==> src/rtl/dvp_capture_pkg.sv <==
// dvp_capture_pkg: shared modes, FSM encoding, error bit indices and counter widths for DVP capture
package dvp_capture_pkg;
  localparam logic [1:0] MODE_RGB565_HI = 2'd0;
  localparam logic [1:0] MODE_RAW8      = 2'd1;
  localparam logic [1:0] MODE_YUV_Y     = 2'd2;
  localparam logic [1:0] MODE_RGB565_LO = 2'd3;
  typedef enum logic [2:0] {ST_UNSYNC, ST_VBLANK, ST_LINE, ST_HBLANK, ST_SKIP} state_t;
  localparam int ERR_LEN   = 0;
  localparam int ERR_LINES = 1;
  localparam int ERR_ODD   = 2;
  function automatic int cnt_w(input int n);
    return $clog2(n + 1) + 1;
  endfunction
endpackage

==> src/rtl/dvp_byte_packer.sv <==
// dvp_byte_packer: pairs sensor bytes per mode and maps them to a registered, truncated RGB pixel
module dvp_byte_packer
  import dvp_capture_pkg::*;
#(
  parameter int RED_DEPTH   = 5,
  parameter int GREEN_DEPTH = 6,
  parameter int BLUE_DEPTH  = 5
) (
  input  logic                   i_ov5640_pclk,
  input  logic                   i_arst_pclk_x1,
  input  logic [7:0]             d,
  input  logic [1:0]             mode,
  input  logic                   byte_en,
  input  logic                   line_start,
  output logic                   stb,
  output logic                   phase,
  output logic [RED_DEPTH-1:0]   r,
  output logic [GREEN_DEPTH-1:0] g,
  output logic [BLUE_DEPTH-1:0]  b
);
  logic ph, two, emit;
  logic [7:0] hi, rv, gv, bv;
  logic [15:0] w;
  always_comb begin
    ph = line_start ? 1'b0 : phase;
    two = mode != MODE_RAW8;
    emit = byte_en & (~two | ph);
    w = (mode == MODE_RGB565_LO) ? {d, hi} : {hi, d};
    rv = (mode == MODE_RAW8) ? d : (mode == MODE_YUV_Y) ? hi : {w[15:11], w[15:13]};
    gv = (mode == MODE_RAW8) ? d : (mode == MODE_YUV_Y) ? hi : {w[10:5], w[10:9]};
    bv = (mode == MODE_RAW8) ? d : (mode == MODE_YUV_Y) ? hi : {w[4:0], w[4:2]};
  end
  always_ff @(posedge i_ov5640_pclk or posedge i_arst_pclk_x1)
    if (i_arst_pclk_x1) begin
      stb <= 1'b0;
      phase <= 1'b0;
      hi <= '0;
      r <= '0;
      g <= '0;
      b <= '0;
    end else begin
      stb <= emit;
      if (line_start | byte_en) phase <= byte_en & two & ~ph;
      if (byte_en & ~ph) hi <= d;
      if (emit) begin
        r <= RED_DEPTH'(rv >> (8 - RED_DEPTH));
        g <= GREEN_DEPTH'(gv >> (8 - GREEN_DEPTH));
        b <= BLUE_DEPTH'(bv >> (8 - BLUE_DEPTH));
      end
    end
endmodule

==> src/rtl/dvp_capture_param.sv <==
// dvp_capture_param: OV5640 DVP capture front-end with frame sync, byte packing,
// frame/line markers and line-length / line-count checking.
module dvp_capture_param
  import dvp_capture_pkg::*;
#(
  parameter int H_ACTIVE    = 1280,
  parameter int V_ACTIVE    = 720,
  parameter int RED_DEPTH   = 5,
  parameter int GREEN_DEPTH = 6,
  parameter int BLUE_DEPTH  = 5,
  parameter bit VS_ACT_HIGH = 1'b1,
  parameter int FCNT_W      = 16
) (
  input  logic                          i_ov5640_pclk,
  input  logic                          i_arst_pclk_x1,
  input  logic                          i_ov5640_vsync,
  input  logic                          i_ov5640_href,
  input  logic [7:0]                    i_ov5640_d,
  input  logic                          i_enable,
  input  logic [1:0]                    i_mode,
  input  logic                          i_err_clr,
  output logic                          o_synced,
  output logic                          o_valid,
  output logic                          o_sof,
  output logic                          o_eol,
  output logic                          o_eof,
  output logic [RED_DEPTH-1:0]          o_r,
  output logic [GREEN_DEPTH-1:0]        o_g,
  output logic [BLUE_DEPTH-1:0]         o_b,
  output logic [cnt_w(H_ACTIVE)-1:0]    o_line_len,
  output logic [cnt_w(V_ACTIVE)-1:0]    o_line_cnt,
  output logic [FCNT_W-1:0]             o_frame_cnt,
  output logic [2:0]                    o_err
);
  localparam int LW = cnt_w(H_ACTIVE);
  localparam int CW = cnt_w(V_ACTIVE);
  state_t state, nxt;
  logic va_q, va_qq, hr_q, hr_qq, en_q, clr_q, en_lat, sof_pend, eol_d;
  logic [7:0] d_q;
  logic [1:0] mode_q, mode_lat;
  logic vs_rise, vs_fall, hr_rise, hr_fall, line_end, frame_end, byte_en, stb, phase;
  logic [RED_DEPTH-1:0] pr;
  logic [GREEN_DEPTH-1:0] pg;
  logic [BLUE_DEPTH-1:0] pb;
  logic [LW-1:0] px_cnt, px_len;
  logic [CW-1:0] ln_cnt;
  logic [2:0] err_set;
  dvp_byte_packer #(.RED_DEPTH(RED_DEPTH), .GREEN_DEPTH(GREEN_DEPTH), .BLUE_DEPTH(BLUE_DEPTH)) u_packer (
    .i_ov5640_pclk (i_ov5640_pclk),
    .i_arst_pclk_x1(i_arst_pclk_x1),
    .d             (d_q),
    .mode          (mode_lat),
    .byte_en       (byte_en),
    .line_start    (hr_rise),
    .stb           (stb),
    .phase         (phase),
    .r             (pr),
    .g             (pg),
    .b             (pb)
  );
  // The first byte of a line arrives while the FSM still sits in a blank state
  always_comb begin
    vs_rise = va_q & ~va_qq;
    vs_fall = ~va_q & va_qq;
    hr_rise = hr_q & ~hr_qq;
    hr_fall = ~hr_q & hr_qq;
    line_end = (state == ST_LINE) & hr_fall & ~vs_rise;
    frame_end = ((state == ST_LINE) | (state == ST_HBLANK)) & vs_rise;
    byte_en = hr_q & ((state == ST_LINE) | (hr_rise & ((state == ST_HBLANK) | ((state == ST_VBLANK) & en_lat))));
    px_len = (&px_cnt) ? px_cnt : px_cnt + LW'(stb);
    err_set = '0;
    err_set[ERR_LEN] = line_end & (px_len != LW'(H_ACTIVE));
    err_set[ERR_LINES] = frame_end & (ln_cnt != CW'(V_ACTIVE));
    err_set[ERR_ODD] = line_end & phase;
    nxt = state;
    case (state)
      ST_UNSYNC: nxt = vs_fall ? ST_VBLANK : ST_UNSYNC;
      ST_VBLANK: nxt = hr_rise ? (en_lat ? ST_LINE : ST_SKIP) : ST_VBLANK;
      ST_LINE:   nxt = vs_rise ? ST_VBLANK : hr_fall ? ST_HBLANK : ST_LINE;
      ST_HBLANK: nxt = vs_rise ? ST_VBLANK : hr_rise ? ST_LINE : ST_HBLANK;
      ST_SKIP:   nxt = vs_rise ? ST_VBLANK : ST_SKIP;
      default:   nxt = ST_UNSYNC;
    endcase
  end
  always_ff @(posedge i_ov5640_pclk or posedge i_arst_pclk_x1)
    if (i_arst_pclk_x1) begin
      state <= ST_UNSYNC;
      {va_q, va_qq, hr_q, hr_qq, en_q, clr_q, en_lat, sof_pend, eol_d} <= '0;
      d_q <= '0;
      mode_q <= '0;
      mode_lat <= '0;
      px_cnt <= '0;
      ln_cnt <= '0;
      {o_synced, o_valid, o_sof, o_eol, o_eof} <= '0;
      o_r <= '0;
      o_g <= '0;
      o_b <= '0;
      o_line_len <= '0;
      o_line_cnt <= '0;
      o_frame_cnt <= '0;
      o_err <= '0;
    end else begin
      state <= nxt;
      va_q <= VS_ACT_HIGH ? i_ov5640_vsync : ~i_ov5640_vsync;
      va_qq <= va_q;
      hr_q <= i_ov5640_href;
      hr_qq <= hr_q;
      d_q <= i_ov5640_d;
      en_q <= i_enable;
      mode_q <= i_mode;
      clr_q <= i_err_clr;
      px_cnt <= hr_rise ? '0 : px_len;
      if (line_end) begin
        o_line_len <= px_len;
        ln_cnt <= (&ln_cnt) ? ln_cnt : ln_cnt + CW'(1);
      end
      if (stb) sof_pend <= 1'b0;
      if (vs_fall) begin
        en_lat <= en_q;
        mode_lat <= mode_q;
        sof_pend <= 1'b1;
        ln_cnt <= '0;
      end
      if ((state == ST_UNSYNC) & vs_fall) o_synced <= 1'b1;
      if (frame_end) begin
        o_line_cnt <= ln_cnt;
        o_frame_cnt <= o_frame_cnt + FCNT_W'(1);
      end
      o_eof <= frame_end;
      eol_d <= line_end;
      o_eol <= eol_d;
      o_err <= (o_err & ~{3{clr_q}}) | err_set;
      o_valid <= stb;
      o_sof <= stb & sof_pend;
      if (stb) begin
        o_r <= pr;
        o_g <= pg;
        o_b <= pb;
      end
    end
endmodule

==> config.mk <==
export PLATFORM = sky130hd
export DESIGN_NAME = dvp_capture_param
export DESIGN_NICKNAME = d
export VERILOG_FILES = /design/src/rtl/dvp_capture_pkg.sv /design/src/rtl/dvp_byte_packer.sv /design/src/rtl/dvp_capture_param.sv
export SDC_FILE = /design/constraint.sdc
export NUM_CORES = 1
export LEC_CHECK = 0
export ABC_AREA = 1
export CAP_MARGIN = 25
export CORE_ASPECT_RATIO = 1.1
export CORE_UTILIZATION = 55
export CTS_CLUSTER_DIAMETER = 100
export DETAILED_ROUTE_END_ITERATION = 8
export PLACE_DENSITY = 0.8
export SKIP_LAST_GASP = 1
export SYNTH_ARGS = -nofsm -noshare
export SYNTH_HDL_FRONTEND = slang
export SYNTH_SLANG_ARGS = --single-unit
==> constraint.sdc <==
create_clock -name i_ov5640_pclk -period 8.7 [get_ports i_ov5640_pclk]
set_clock_uncertainty 0.05 [all_clocks]
set_input_delay 0.87 -clock i_ov5640_pclk [delete_from_list [all_inputs] [get_ports i_ov5640_pclk]]
set_output_delay 0.87 -clock i_ov5640_pclk [all_outputs]
set_load 0.01 [all_outputs]
==> impl_metrics.tcl <==
set metrics [dict create \
    status "complete, no violations" \
    switching_power_w 0.000482 \
    drtAntennaViolNets 0 \
    dr.pass1.iters 5 \
    syn-num-nets 707 \
    core-area_um2 10500 \
    worst_pin_slew_ps 986 \
    maxCapViolations 0 \
    p_comb_share_pct 18.4 \
    power_density_nw_per_um2 243 \
    grt_start_max_net_pins 67 \
    cts_buffer_depth 2 \
    start_kind "flop" \
    cts_setup_buffers 0 \
    holdBufCountCts 0 \
    swShare_pct 26.6 \
    h-tree-depth 4 \
    pin_count 79 \
    fin_setup_tns_ps 0 \
    max_clock_freq_mhz 368 \
    avgSynthCellArea_um2 8.75 \
    drt-total-wl_mm 12.6 \
    cp-end-kind "flop" \
    root_buffer "clkbuf_16" \
    required_ps 8990 \
    rsz0062_at_grt "false" \
    antenna_cells 0 \
    mostFrequentLayoutCells "nand2_1 (153), dfrtp_1 (136), inv_1 (93), o21ai_0 (79), clkdlybuf4s50_1 (78)" \
    gp_congestion 0.831 \
    ys_warn_count 0 \
    placed_area_um2 6900 \
    dp_hpwl_mm 8.68 \
    yosys_register_bits 136 \
    synthMuxAreaShare_pct 0 \
    area_delta_synth_final_pct 24.2 \
    overflow 0 \
    remaining_drc_errors 0 \
    hold_path_class "flop to flop" \
    min_period_over_period_pct 31.2 \
    routed_via_density 5.19 \
    slew_headroom_pct 34.3 \
    cts_resized 0 \
    final_hold_viol_count 0 \
    worst-path-max-fanout 36 \
    yosysTopAreaCellShare_pct 56.7 \
    grt_pass1_vias 4769 \
    period_needed_ps 2720 \
    initial_core_util_pct 57.2 \
    synth-xor-area-share_pct 2.48 \
    regArea_um2 3400 \
    p_clk_share_pct 37.5 \
    synth_top_family_by_area "simple AND/OR/NAND/NOR gates" \
    cts_sinks 136 \
    ys_seq_area_share_pct 56.7 \
    fin_area_um2 7460 \
    synth_largest_area_cell "dfrtp_1" \
    synth_area_leaders "dfrtp_1 (57%), nand2_1 (9.6%), o21ai_0 (6.6%), inv_1 (5.9%), nor2_1 (4.4%)" \
    nets 787 \
    power.leakage_nw 3.46 \
    setup-violations-final 0 \
    grt_usage_pct 24.9 \
    vias 4762 \
    clkSlewWorstSetupHoldPaths_ps 50 \
    fillCellCount 784 \
    tritoncts "built" \
    numCtsBuffers 17 \
    final_util_pct 71.1 \
    io_buffers 78 \
    layout_commonest_cell "nand2_1" \
    wl_per_cell_um 13.7 \
    multi_input_area_um2 2130 \
    die_h_um 112 \
    dieWidth_um 102 \
    synth_area_um2 6000 \
    antenna_found_initial 0 \
    synthCells 686 \
    ir_drop_mv 0.152 \
    row_count 39 \
    yosys.area_share.simple_pct 20.5 \
    ys_types 34 \
    grt_first_pass_wirelength_mm 21.9 \
    drive_above_1_share_pct 6.46 \
    synth_compound_area_share_pct 11.4 \
    synthAdderAreaFrac_pct 1.04 \
    p_int_w 0.00133 \
    worst_ep_arrival_time_ps 3010 \
    first_iter_violations 342 \
    seq_power_share_pct 44.0 \
    crit_type "flop to flop" \
    clock_latency_ps 400 \
    die_area_um2 11300 \
    drv_slew 0 \
]
[cell type report]
type	count	share of cell area (%)
sequential	136	45.6
multi-input combinational	433	28.6
timing repair buffer	80	10.9
clock buffer	23	6.54
inverter	98	4.98
tap	143	2.40
clock inverter	4	0.939
[sequential cells by signal (all words and copies together), names as in the netlist, 6 cells and up]
name and cells:
o_line_cnt 11, o_g 6, o_line_len 12, o_frame_cnt 16, u_packer.g 6, d_q 8
ln_cnt 11, u_packer.hi 8, px_cnt 12
[kinds of logic after synthesis]
logic type | after synthesis
AOI/OAI and AO/OA | 125
xor gates and xnor gates | 17
adders and majority gates | 5
buffers and inverters | 117
DFF | 136
and+or+nand+nor | 286
[metal layers]
layer  up-vias  part of all wire [%]  global-route usage, %
met1      2248                    45                   33.6
li1       2343                     -                      -
met5         -                     0                      0
met2       154                    48                   37.9
met3        17                   5.5                   6.84
met4         0                   1.5                   10.5
[worst paths after layout]
check	startpoint	to	slack [ps]	cells after the start
max	u_packer.stb$_DFF_PP0_	o_err[0]$_DFF_PP0_	5980	12
min	eol_d$_DFF_PP0_	o_eol$_DFF_PP0_	300	0
max reg2reg	u_packer.stb$_DFF_PP0_	o_err[0]$_DFF_PP0_	5980	12
min reg2reg	eol_d$_DFF_PP0_	o_eol$_DFF_PP0_	300	0
max in group asynchronous	i_arst_pclk_x1	u_packer.g[5]$_DFFE_PP0P_	6660	4
min in group asynchronous	i_arst_pclk_x1	o_frame_cnt[6]$_DFFE_PP0P_	820	2
[power by group through the flow]
stage | clock network (W) | logic (W) | registers [W]
5_1_grt | 0.000723 | 0.000380 | 0.000811
6_report | 0.000682 | 0.000335 | 0.000799
3_5_place_dp | 0 | 0.000335 | 0.000808
2_1_floorplan | 0 | 0.000183 | 0.000814
3_3_place_gp | 0 | 0.000320 | 0.000803
4_1_cts | 0.000692 | 0.000337 | 0.000799
[cell usage after synthesis, drive strengths merged]
| cell | n |
|---|---|
| nand2 | 157 |
| dfrtp | 136 |
| inv | 97 |
| o21ai | 88 |
| nor2 | 75 |
| nand3 | 35 |
| a21oi | 19 |
| o22ai | 13 |
| nand4 | 12 |
| clkbuf | 11 |
| xnor2 | 9 |
| buf | 8 |
| xor2 | 8 |
| ha | 5 |
| nor3 | 4 |
| o21bai | 3 |
| nor4 | 2 |
| clkinv | 1 |
| nor3b | 1 |
| o2111ai | 1 |
| o21a | 1 |
[metrics by stage]
stage          cells  hold WS [ps]  setup WS [ps]  power, W
2_1_floorplan    686           281           4140  0.000997
3_3_place_gp     889           284           5790   0.00112
3_5_place_dp     890           287           5980   0.00114
4_1_cts          917           299           5980   0.00183
5_1_grt          917           319           5660   0.00191
6_report         917           297           5980   0.00182
[critical path: stages, from the launching register on]
cell and delay [ps]:
dfrtp_1 980, ha_1 370, ha_1 240, inv_1 60, nor2_1 240, nand2_1 110
o21ai_0 160, nand3_1 140, nand2_1 100, nor2_1 40, nand2_1 50, nand2_1 40
nand2_1 70
Note: power is estimated with default switching activity, not from simulation.
